**config.mk**
```make
export PLATFORM = sky130hd
export DESIGN_NAME = tile_isolation_ctrl
export DESIGN_NICKNAME = d
export VERILOG_FILES = /design/src/rtl/tile_iso_pkg.sv /design/src/rtl/tile_iso_txn_cnt.sv /design/src/rtl/tile_isolation_ctrl.sv
export SDC_FILE = /design/constraint.sdc
export NUM_CORES = 1
export LEC_CHECK = 0
export CAP_MARGIN = 40
export CELL_PAD_IN_SITES_DETAIL_PLACEMENT = 0
export CELL_PAD_IN_SITES_GLOBAL_PLACEMENT = 2
export CORE_MARGIN = 2
export CORE_UTILIZATION = 31
export DETAILED_ROUTE_END_ITERATION = 8
export PLACE_DENSITY_LB_ADDON = 0.1
export SLEW_MARGIN = 20
export SYNTH_ARGS = -nofsm -noshare
export SYNTH_HDL_FRONTEND = slang
export SYNTH_SLANG_ARGS = --single-unit
```
**constraint.sdc**
```tcl
create_clock -name clk_i -period 3.6 [get_ports clk_i]
set_input_delay 0.54 -clock clk_i [delete_from_list [all_inputs] [get_ports clk_i]]
set_output_delay 0.54 -clock clk_i [all_outputs]
set_load 0.02 [all_outputs]
```
**src/rtl/tile_iso_pkg.sv**
```systemverilog
// rtl/tile_iso_pkg.sv - shared types and default parameters for the tile isolation controller
package tile_iso_pkg;

    typedef enum logic [1:0] {
        ACTIVE   = 2'd0,
        DRAIN    = 2'd1,
        ISOLATED = 2'd2
    } iso_state_e;

    localparam int unsigned DefNumPorts      = 4;
    localparam int unsigned DefMaxTxns       = 16;
    localparam int unsigned DefTimeoutCycles = 1024;

endpackage

```
**src/rtl/tile_iso_txn_cnt.sv**
```systemverilog
// rtl/tile_iso_txn_cnt.sv - per-port request gating, pending bit and outstanding-transaction counter
module tile_iso_txn_cnt
    import tile_iso_pkg::*;
#(
    parameter int unsigned MaxTxns  = DefMaxTxns,
    parameter int unsigned CntWidth = $clog2(MaxTxns + 1)
) (
    input  logic                clk_i,
    input  logic                rst_ni,
    input  logic                active_i,
    input  logic                req_valid_i,
    input  logic                req_ready_i,
    input  logic                rsp_done_i,
    output logic                req_valid_o,
    output logic                req_ready_o,
    output logic                pending_o,
    output logic [CntWidth-1:0] cnt_o,
    output logic                proto_err_o
);

    localparam logic [CntWidth-1:0] CntMax = CntWidth'(MaxTxns);

    logic [CntWidth-1:0] cnt_q, cnt_d;
    logic                pending_q, pending_d;
    logic                err_q, err_d;
    logic                en;
    logic                req_hs;

    // A request already shown downstream keeps its path open until it completes.
    assign en          = (active_i && (cnt_q < CntMax)) || pending_q;
    assign req_valid_o = req_valid_i & en;
    assign req_ready_o = req_ready_i & en;
    assign req_hs      = req_valid_o & req_ready_i;
    assign pending_d   = req_valid_o & ~req_ready_i;

    always_comb begin
        cnt_d = cnt_q;
        err_d = err_q;
        if (req_hs && !rsp_done_i) begin
            cnt_d = cnt_q + CntWidth'(1);
        end else if (rsp_done_i && !req_hs) begin
            if (cnt_q == '0) begin
                err_d = 1'b1;
            end else begin
                cnt_d = cnt_q - CntWidth'(1);
            end
        end
    end

    always_ff @(posedge clk_i or negedge rst_ni) begin
        if (!rst_ni) begin
            cnt_q     <= '0;
            pending_q <= 1'b0;
            err_q     <= 1'b0;
        end else begin
            cnt_q     <= cnt_d;
            pending_q <= pending_d;
            err_q     <= err_d;
        end
    end

    assign pending_o   = pending_q;
    assign cnt_o       = cnt_q;
    assign proto_err_o = err_q;

endmodule

```
**src/rtl/tile_isolation_ctrl.sv**
```systemverilog
// rtl/tile_isolation_ctrl.sv - isolation FSM, drain watchdog and per-port transaction trackers
module tile_isolation_ctrl
    import tile_iso_pkg::*;
#(
    parameter  int unsigned NumPorts      = DefNumPorts,
    parameter  int unsigned MaxTxns       = DefMaxTxns,
    parameter  int unsigned TimeoutCycles = DefTimeoutCycles,
    localparam int unsigned CntWidth      = $clog2(MaxTxns + 1)
) (
    input  logic                         clk_i,
    input  logic                         rst_ni,
    input  logic                         isolate_i,
    output logic                         isolated_o,
    output logic                         drain_timeout_o,
    output logic [NumPorts-1:0]          protocol_err_o,
    input  logic [NumPorts-1:0]          slv_req_valid_i,
    output logic [NumPorts-1:0]          slv_req_ready_o,
    output logic [NumPorts-1:0]          mst_req_valid_o,
    input  logic [NumPorts-1:0]          mst_req_ready_i,
    input  logic [NumPorts-1:0]          rsp_valid_i,
    input  logic [NumPorts-1:0]          rsp_ready_i,
    input  logic [NumPorts-1:0]          rsp_last_i,
    output logic [NumPorts*CntWidth-1:0] outstanding_o
);

    iso_state_e          state_q, state_d;
    logic [NumPorts-1:0] rsp_done;
    logic [NumPorts-1:0] pending;
    logic [NumPorts-1:0] cnt_zero;
    logic                all_idle;

    assign rsp_done = rsp_valid_i & rsp_ready_i & rsp_last_i;

    for (genvar p = 0; p < NumPorts; p++) begin : g_port
        logic [CntWidth-1:0] cnt;

        tile_iso_txn_cnt #(
            .MaxTxns (MaxTxns),
            .CntWidth(CntWidth)
        ) u_txn_cnt (
            .clk_i      (clk_i),
            .rst_ni     (rst_ni),
            .active_i   (state_q == ACTIVE),
            .req_valid_i(slv_req_valid_i[p]),
            .req_ready_i(mst_req_ready_i[p]),
            .rsp_done_i (rsp_done[p]),
            .req_valid_o(mst_req_valid_o[p]),
            .req_ready_o(slv_req_ready_o[p]),
            .pending_o  (pending[p]),
            .cnt_o      (cnt),
            .proto_err_o(protocol_err_o[p])
        );

        assign cnt_zero[p]                           = (cnt == '0);
        assign outstanding_o[p*CntWidth +: CntWidth] = cnt;
    end

    assign all_idle = (&cnt_zero) && !(|pending);

    always_comb begin
        state_d = state_q;
        case (state_q)
            ACTIVE:   if (isolate_i) state_d = DRAIN;
            DRAIN: begin
                if (!isolate_i)    state_d = ACTIVE;
                else if (all_idle) state_d = ISOLATED;
            end
            ISOLATED: if (!isolate_i) state_d = ACTIVE;
            default:  state_d = ACTIVE;
        endcase
    end

    always_ff @(posedge clk_i or negedge rst_ni) begin
        if (!rst_ni) begin
            state_q <= ACTIVE;
        end else begin
            state_q <= state_d;
        end
    end

    assign isolated_o = (state_q == ISOLATED);

    if (TimeoutCycles > 0) begin : g_wd
        localparam int unsigned    WdWidth = $clog2(TimeoutCycles + 1);
        localparam logic [WdWidth-1:0] WdMax = WdWidth'(TimeoutCycles);

        logic [WdWidth-1:0] wd_q, wd_d;
        logic               to_q, to_d;

        // Counter saturates at the limit; the flag stays up until the tile is released.
        always_comb begin
            wd_d = wd_q;
            to_d = to_q;
            if (state_q == DRAIN) begin
                if (wd_q != WdMax) wd_d = wd_q + WdWidth'(1);
                if (wd_d == WdMax) to_d = 1'b1;
            end else begin
                wd_d = '0;
            end
            if (state_d == ACTIVE) begin
                wd_d = '0;
                to_d = 1'b0;
            end
        end

        always_ff @(posedge clk_i or negedge rst_ni) begin
            if (!rst_ni) begin
                wd_q <= '0;
                to_q <= 1'b0;
            end else begin
                wd_q <= wd_d;
                to_q <= to_d;
            end
        end

        assign drain_timeout_o = to_q;
    end else begin : g_no_wd
        assign drain_timeout_o = 1'b0;
    end

endmodule

```
==> flow_summary_export.csv, run 1 <==
group,metric,value,unit
place,gp_congestion,0.817,
power,seqPwrFrac,34.2,%
timing,fmax,354,MHz
worst_setup_path,r2r_slack,770,ps
place,dp_hpwl,4640,um
timing,final-setup-viol-count,0,
yosys,yosysTopAreaCellShare,38.2,%
clocking,htree_levels,2,
global_routing,antenna_found_initial,0,
clocking,cts_made_buffers,5,
timing,tightest_slew,520,ps
yosys,synth_top_cell_by_area,"dfrtp_1",
clocking,postCtsHoldBufs,0,
yosys,synthFlopType,"dfrtp_1",
timing,fin_setup_tns,0,ps
worst_setup_path,crit_type,"reg -> reg",
layout,layout.nets,383,
timing,period_needed,2830,ps
power,p_comb_share,52.0,%
yosys,synth_top_cells_by_count,"dfrtp_1 (42), nor2_1 (28), nand2_1 (23)",
clocking,post-cts-setup-buffers,0,
timing,whs,146,ps
clocking,clock_path_buffers,2,
worst_setup_path,arrival,3050,ps
layout,antennaDiodeCount,0,
place,port_buffers,56,
floorplan,boundaryPins,57,
yosys,syn_inst,290,
power,p_leak,1.50,nW
detailed_routing,drc,0,
floorplan,coreArea,8680,um^2
yosys,yosysMostFrequentCell,"dfrtp_1",
clocking,cts-root-buf,"clkbuf_8",
global_routing,met2_usage,20.2,%
power,clockPowerShare,13.8,%
power,p_switching,0.933,mW
yosys,ys_ff_latch,42,
worst_setup_path,critPathLaunchType,"register",
yosys,synth_edf_count,0,
yosys,syn_area,2750,um^2
global_routing,use_met3,3.36,%
global_routing,gr-max-usage-layer,"met2",
global_routing,grt_use_total,13.2,%
worst_setup_path,cpPeakStageDelay,470,ps
global_routing,grt_max_degree,30,
yosys,ys_seq_area_share,38.2,%
layout,area_growth,24.4,%
clocking,clkLatencyLatePin,290,ps
clocking,path_clk_slew,90,ps
yosys,synth_area_per_cell,9.50,um^2
timing,fin_crit_sh,78.5,%
floorplan,placementRows,34,
outcome,run_status,"completed",
timing,rsz0062_at_grt,"no",
yosys,syn_nets,339,
yosys,synthTopCellsByArea,"dfrtp_1 (38%), ha_1 (10%), xnor2_1 (5.1%)",
detailed_routing,dr.pass1.iters,4,
clocking,cts_resized,0,
run,drv_cap,0,
power,power.density,677,nW/um^2
layout,fin_util,39.5,%
clocking,clock_sinks,42,
timing,fin_skew,10.7,ps
global_routing,grt_pass1_wl,10400,um
detailed_routing,first_iter_violations,54,
global_routing,grt_util_met1,18.6,%
power,ir_drop,0.280,mV
detailed_routing,wl,5990,um
clocking,cts_tree,"done",
global_routing,grt_pass1_vias,2090,
timing,setup_ws,774,ps
detailed_routing,post_drt_via_cell_ratio,4.70,
power,swShare,40.2,%
timing,hold_viol,0,
hold_path,hp-class,"in -> async",
worst_setup_path,cp_cell_sequence,"nor3_1 -> nor2_1 -> nor2b_1 -> nand2_1 -> inv_1 -> ha_1 -> inv_1 -> ha_1 -> nor2b_1 -> o21a_1 -> or3_1 -> a21oi_1 -> xor2_1",
floorplan,die_y,98.3,um
yosys,yosys_warnings,0,
floorplan,die-area,9650,um^2
timing,max_slew_margin,65.2,%
worst_setup_path,cp.required,3830,ps
detailed_routing,detail_route.wl_per_cell,13.5,um
detailed_routing,antenna_left,0,
floorplan,start_util,31.7,%
global_routing,grt.overflow.total,0,
layout,drive_gt1_share,4.78,%
yosys,async_flop_share,100,%
worst_setup_path,endpoint_kind,"register",
place,place_ws,517,ps
floorplan,dieWidth,98.3,um
timing,drv_slew,0,
worst_setup_path,slowest_stage,"dfrtp_1",
power,cell_internal_pwr,1.39,mW
detailed_routing,vias,2081,
yosys,synthDistinctLibCells,46,
worst_setup_path,path_max_fanout,8,
-- worst max-delay path: cells and delay by family (launching register included) --
kind                     cells  cell delay, ps
XOR/XNOR                     1             150
buffers and inverters        2             190
adder cells (fa/ha/maj)      2             560
AND/OR/NAND/NOR              6            1030
flip-flops                   1             470
AO/OA/AOI/OAI                2             350
-- state kept, by name (all words and copies together) (netlist names) --
signal,count
g_port.u_txn_cnt.pending_o,4
g_wd.wd_q,11
drain_timeout_o,1
g_port.u_txn_cnt.proto_err_o,4
g_port.u_txn_cnt.cnt_o,20
state_q,2
-- path summary, 6_finish.rpt --
kind / cells after the start / end / start
worst max-delay path: 13 / g_port[1].u_txn_cnt.cnt_o[4] / state_q[0]
worst min-delay path: 1 / g_port[2].u_txn_cnt.cnt_o[0] / rst_ni
worst max register to register: 13 / g_port[1].u_txn_cnt.cnt_o[4] / state_q[0]
worst min register to register: 1 / g_port[2].u_txn_cnt.proto_err_o / g_port[2].u_txn_cnt.proto_err_o
max in group asynchronous: 2 / g_port[0].u_txn_cnt.cnt_o[4] / rst_ni
min in group clk_i: 1 / g_port[2].u_txn_cnt.proto_err_o / g_port[2].u_txn_cnt.proto_err_o
-- power by group through the flow --
| stage | sequential, mW | clock [mW] | combinational, mW |
|---|---|---|---|
| final | 0.792 | 0.321 | 1.21 |
| after global routing | 0.829 | 0.363 | 1.34 |
| after CTS | 0.801 | 0.339 | 1.22 |
| after detailed placement | 0.806 | 0 | 1.22 |
| after global placement | 0.810 | 0 | 1.22 |
| after floorplan | 0.892 | 0 | 0.693 |
-- area by class of cell --
type / instances / area (um^2)
inverters: 18 / 67.6
clock inverters: 1 / 5.00
well taps: 108 / 135
multi-input cells: 209 / 1500
fillers: 884 / 5250
flip-flops and latches: 42 / 1050
repair buffers: 58 / 583
clock buffers: 7 / 86.3
-- per-stage QoR --
stage	power (mW)	std cells	cell area, um^2
after floorplan	1.59	290	2750
after global placement	2.03	434	3310
after detailed placement	2.02	435	3330
after CTS	2.36	443	3430
after global routing	2.53	443	3430
final	2.32	443	3430
-- layout by cell type (no fill, tap or decap), types with 3 or more instances in the layout --
cell type,synthesis,layout
nand3_1,8,8
nor3_1,10,10
nand2_1,23,23
dfrtp_1,42,42
o31ai_1,3,3
o21bai_1,3,3
inv_1,18,18
nor2b_1,13,13
a21oi_1,12,12
clkbuf_8,0,6
ha_1,22,22
a41o_1,3,3
nor2_1,28,28
xor2_1,13,13
a31oi_1,3,3
fa_1,4,4
clkdlybuf4s50_1,0,55
xnor2_1,16,16
a21o_1,8,8
o21ai_0,10,10
-- kinds of logic (layout without fill, tap and decap cells) --
| group | after synthesis | count (layout) | share of synthesized area [%] |
|---|---|---|---|
| adders and majority gates | 26 | 26 | 12.9 |
| AOI/OAI and AO/OA | 50 | 50 | 11.8 |
| muxes | 4 | 4 | 1.59 |
| buffers and inverters | 39 | 84 | 7.45 |
| and+or+nand+nor | 100 | 100 | 18.9 |
| DFF | 42 | 42 | 38.2 |
| xor gates and xnor gates | 29 | 29 | 9.22 |
-- layer usage --
layer  share of wire, %  vias to the layer above
met3                5.0                        6
met5                  0                        -
met1                 49                      964
met2                 45                       44
li1                   -                     1067
met4                1.1                        0
Note: power is estimated with default switching activity, not from simulation.
==> inputs of run 2 (changes only) <==
Settings changed: CORE_UTILIZATION 31 to 28.
Clock period 3.6 ns to 2.35 ns, I/O delays scaled along.
==> run 2 against run 1 <==
  * The run now ends with setup timing left
  * Non-clock buffer count grew 60
  * Sequential cell count is the same
  * Largest power group unchanged
  * Highest routed layer unchanged
  * Die area grew 10%
  * Combinational power grew 95%
  * Total power grew 74%
==> flow_summary_export.csv, run 2 (same netlist as run 1, synthesis figures left out) <==
group,metric,value,unit
global_routing,grt_pass1_vias,2361,
worst_setup_path,startpoint,"state_q[1]",
worst_setup_path,cp_cell_sequence,"buf_6 -> nor3_2 -> nor2_1 -> nor2b_1 -> nand2_1 -> inv_1 -> ha_2 -> inv_4 -> fa_2 -> a21o_1 -> a21oi_2 -> xnor2_1 -> nor2_1 -> xor2_1",
global_routing,grt_pass1_wl,11400,um
floorplan,die_y,103,um
worst_setup_path,arrival,2630,ps
timing,tightest_slew,481,ps
detailed_routing,dr.pass1.iters,4,
timing,drv_slew,0,
worst_setup_path,critPathLaunchType,"register",
timing,rsz0062_at_grt,"yes",
global_routing,grt.overflow.total,0,
floorplan,boundaryPins,57,
detailed_routing,detail_route.wl_per_cell,13.0,um
timing,fmax,408,MHz
place,place_ws,-172,ps
floorplan,placementRows,36,
timing,period_needed,2450,ps
layout,drive_gt1_share,28.9,%
power,p_leak,1.80,nW
floorplan,die-area,10600,um^2
clocking,path_clk_slew,80,ps
power,p_switching,1.61,mW
layout,area_growth,48.1,%
layout,regArea,1060,um^2
power,clockPowerShare,11.3,%
worst_setup_path,crit_buf_inv,3,
power,cell_internal_pwr,2.43,mW
detailed_routing,antenna_left,0,
detailed_routing,first_iter_violations,61,
power,p_comb_share,58.3,%
layout,fin_util,42.3,%
worst_setup_path,cp.required,2530,ps
worst_setup_path,slowest_stage,"dfrtp_2",
global_routing,antenna_found_initial,0,
layout,largest_register_ffs,20,
clocking,clock_sinks,42,
detailed_routing,vias,2340,
layout,final_common_cell,"buf_4",
floorplan,coreArea,9640,um^2
detailed_routing,drc,0,
floorplan,start_util,28.6,%
floorplan,dieWidth,103,um
run,drv_cap,0,
power,seqPwrFrac,30.3,%
timing,final-setup-viol-count,4,
worst_setup_path,path_max_fanout,4,
detailed_routing,post_drt_via_cell_ratio,4.44,
power,power.density,990,nW/um^2
place,port_buffers,56,
timing,max_slew_margin,67.7,%
worst_setup_path,cpPeakStageDelay,450,ps
layout,layout.nets,443,
timing,fin_setup_tns,-244,ps
worst_setup_path,crit-reg2reg-launch,"state_q[1]",
layout,antennaDiodeCount,0,
timing,whs,401,ps
worst_setup_path,r2r_slack,-100,ps
clocking,cts-root-buf,"clkbuf_8",
worst_setup_path,critPathTopFamily,"adder cells",
clocking,cts_tree,"done",
outcome,run_status,"finished, violations left",
global_routing,grt_use_total,13.7,%
hold_path,hp-class,"in -> async",
timing,hold_viol,0,
clocking,cts_made_buffers,5,
layout,multi_input_area,1670,um^2
power,swShare,39.7,%
worst_setup_path,endpoint_kind,"register",
layout,layout_common_cells,"buf_4 (58), clkdlybuf4s50_1 (53), dfrtp_1 (37), nor2_1 (26), nand2_1 (23)",
power,ir_drop,0.574,mV
layout,fillers,1013,
clocking,clkLatencyLatePin,290,ps
timing,setup_ws,-101,ps
worst_setup_path,crit_type,"reg -> reg",
worst_setup_path,crit_top_cell,"nor2_1",
place,gp_congestion,0.820,
clocking,htree_levels,2,
place,dp_hpwl,5120,um
global_routing,grt_max_degree,22,
timing,fin_skew,2.86,ps
clocking,clock_path_buffers,2,
detailed_routing,wl,6870,um
outcome,failed_checks,"setup timing",
timing,fin_crit_sh,104,%
[run 2: cell types whose count changed in the layout (fill, tap and decap cells not counted), sizes merged]
cell and delta:
dlymetal6s2s +1, dlygate4sd3 +1, buf +59, dlygate4sd2 +1, clkinv -1, clkdlybuf4s50 -2
[run 2: repair_timing]
item                                    CTS  global route
endpoints found under the hold margin     4             0
gates cloned                              0             0
setup buffers                             4             9
endpoints found under the setup margin    6            14
pin swaps                                 7            29
hold buffers                              1             0
resized for setup                         7            31
[run 2: final timing paths]
| path | to | depth (start not counted) |
|---|---|---|
| max | g_port[2].u_txn_cnt.cnt_o[4] | 14 |
| min | g_port[2].u_txn_cnt.cnt_o[2] | 2 |
| max reg2reg | g_port[2].u_txn_cnt.cnt_o[4] | 14 |
| min reg2reg | g_port[2].u_txn_cnt.proto_err_o | 1 |
| max in group asynchronous | state_q[1] | 3 |
| min in group clk_i | g_port[2].u_txn_cnt.proto_err_o | 1 |
[run 2: area by class of cell]
cell class,count,share of cell area [%]
Clock buffer,7,1.87
Inverter,18,1.84
Multi-Input combinational cell,209,40.9
Sequential cell,42,25.9
Tap cell,133,4.08
Timing Repair Buffer,118,25.4
[run 2: routing by layer]
layer	vias up	wire length (um)	global-route usage (%)
met5	-	0	0
met4	0	88	4.25
met3	8	216	2.42
met2	37	3250	21.9
met1	1110	3310	18.9
li1	1185	-	-
[run 2: through the flow]
stage | total power, mW | cells | instance area, um^2
floorplan | 2.49 | 290 | 2820
global placement | 3.42 | 506 | 3750
detailed placement | 3.42 | 506 | 3750
CTS | 3.96 | 518 | 3880
global route | 4.38 | 527 | 4080
finish | 4.04 | 527 | 4080
[run 2: power by group through the flow]
stage	sequential (mW)	combinational, mW	clock (mW)
after floorplan	1.38	1.11	0
after global placement	1.22	2.20	0
after detailed placement	1.22	2.21	0
after CTS	1.21	2.27	0.483
after global routing	1.27	2.61	0.503
final	1.23	2.36	0.458
[run 2: worst reg2reg max path: cells and delay by family, from the launching register on]
kind,cells,cell delay (ps)
xor gates and xnor gates,2,270
AOI/OAI and AO/OA,2,330
DFF,1,450
and+or+nand+nor,5,470
adders and majority gates,2,560
buffers and inverters,3,270
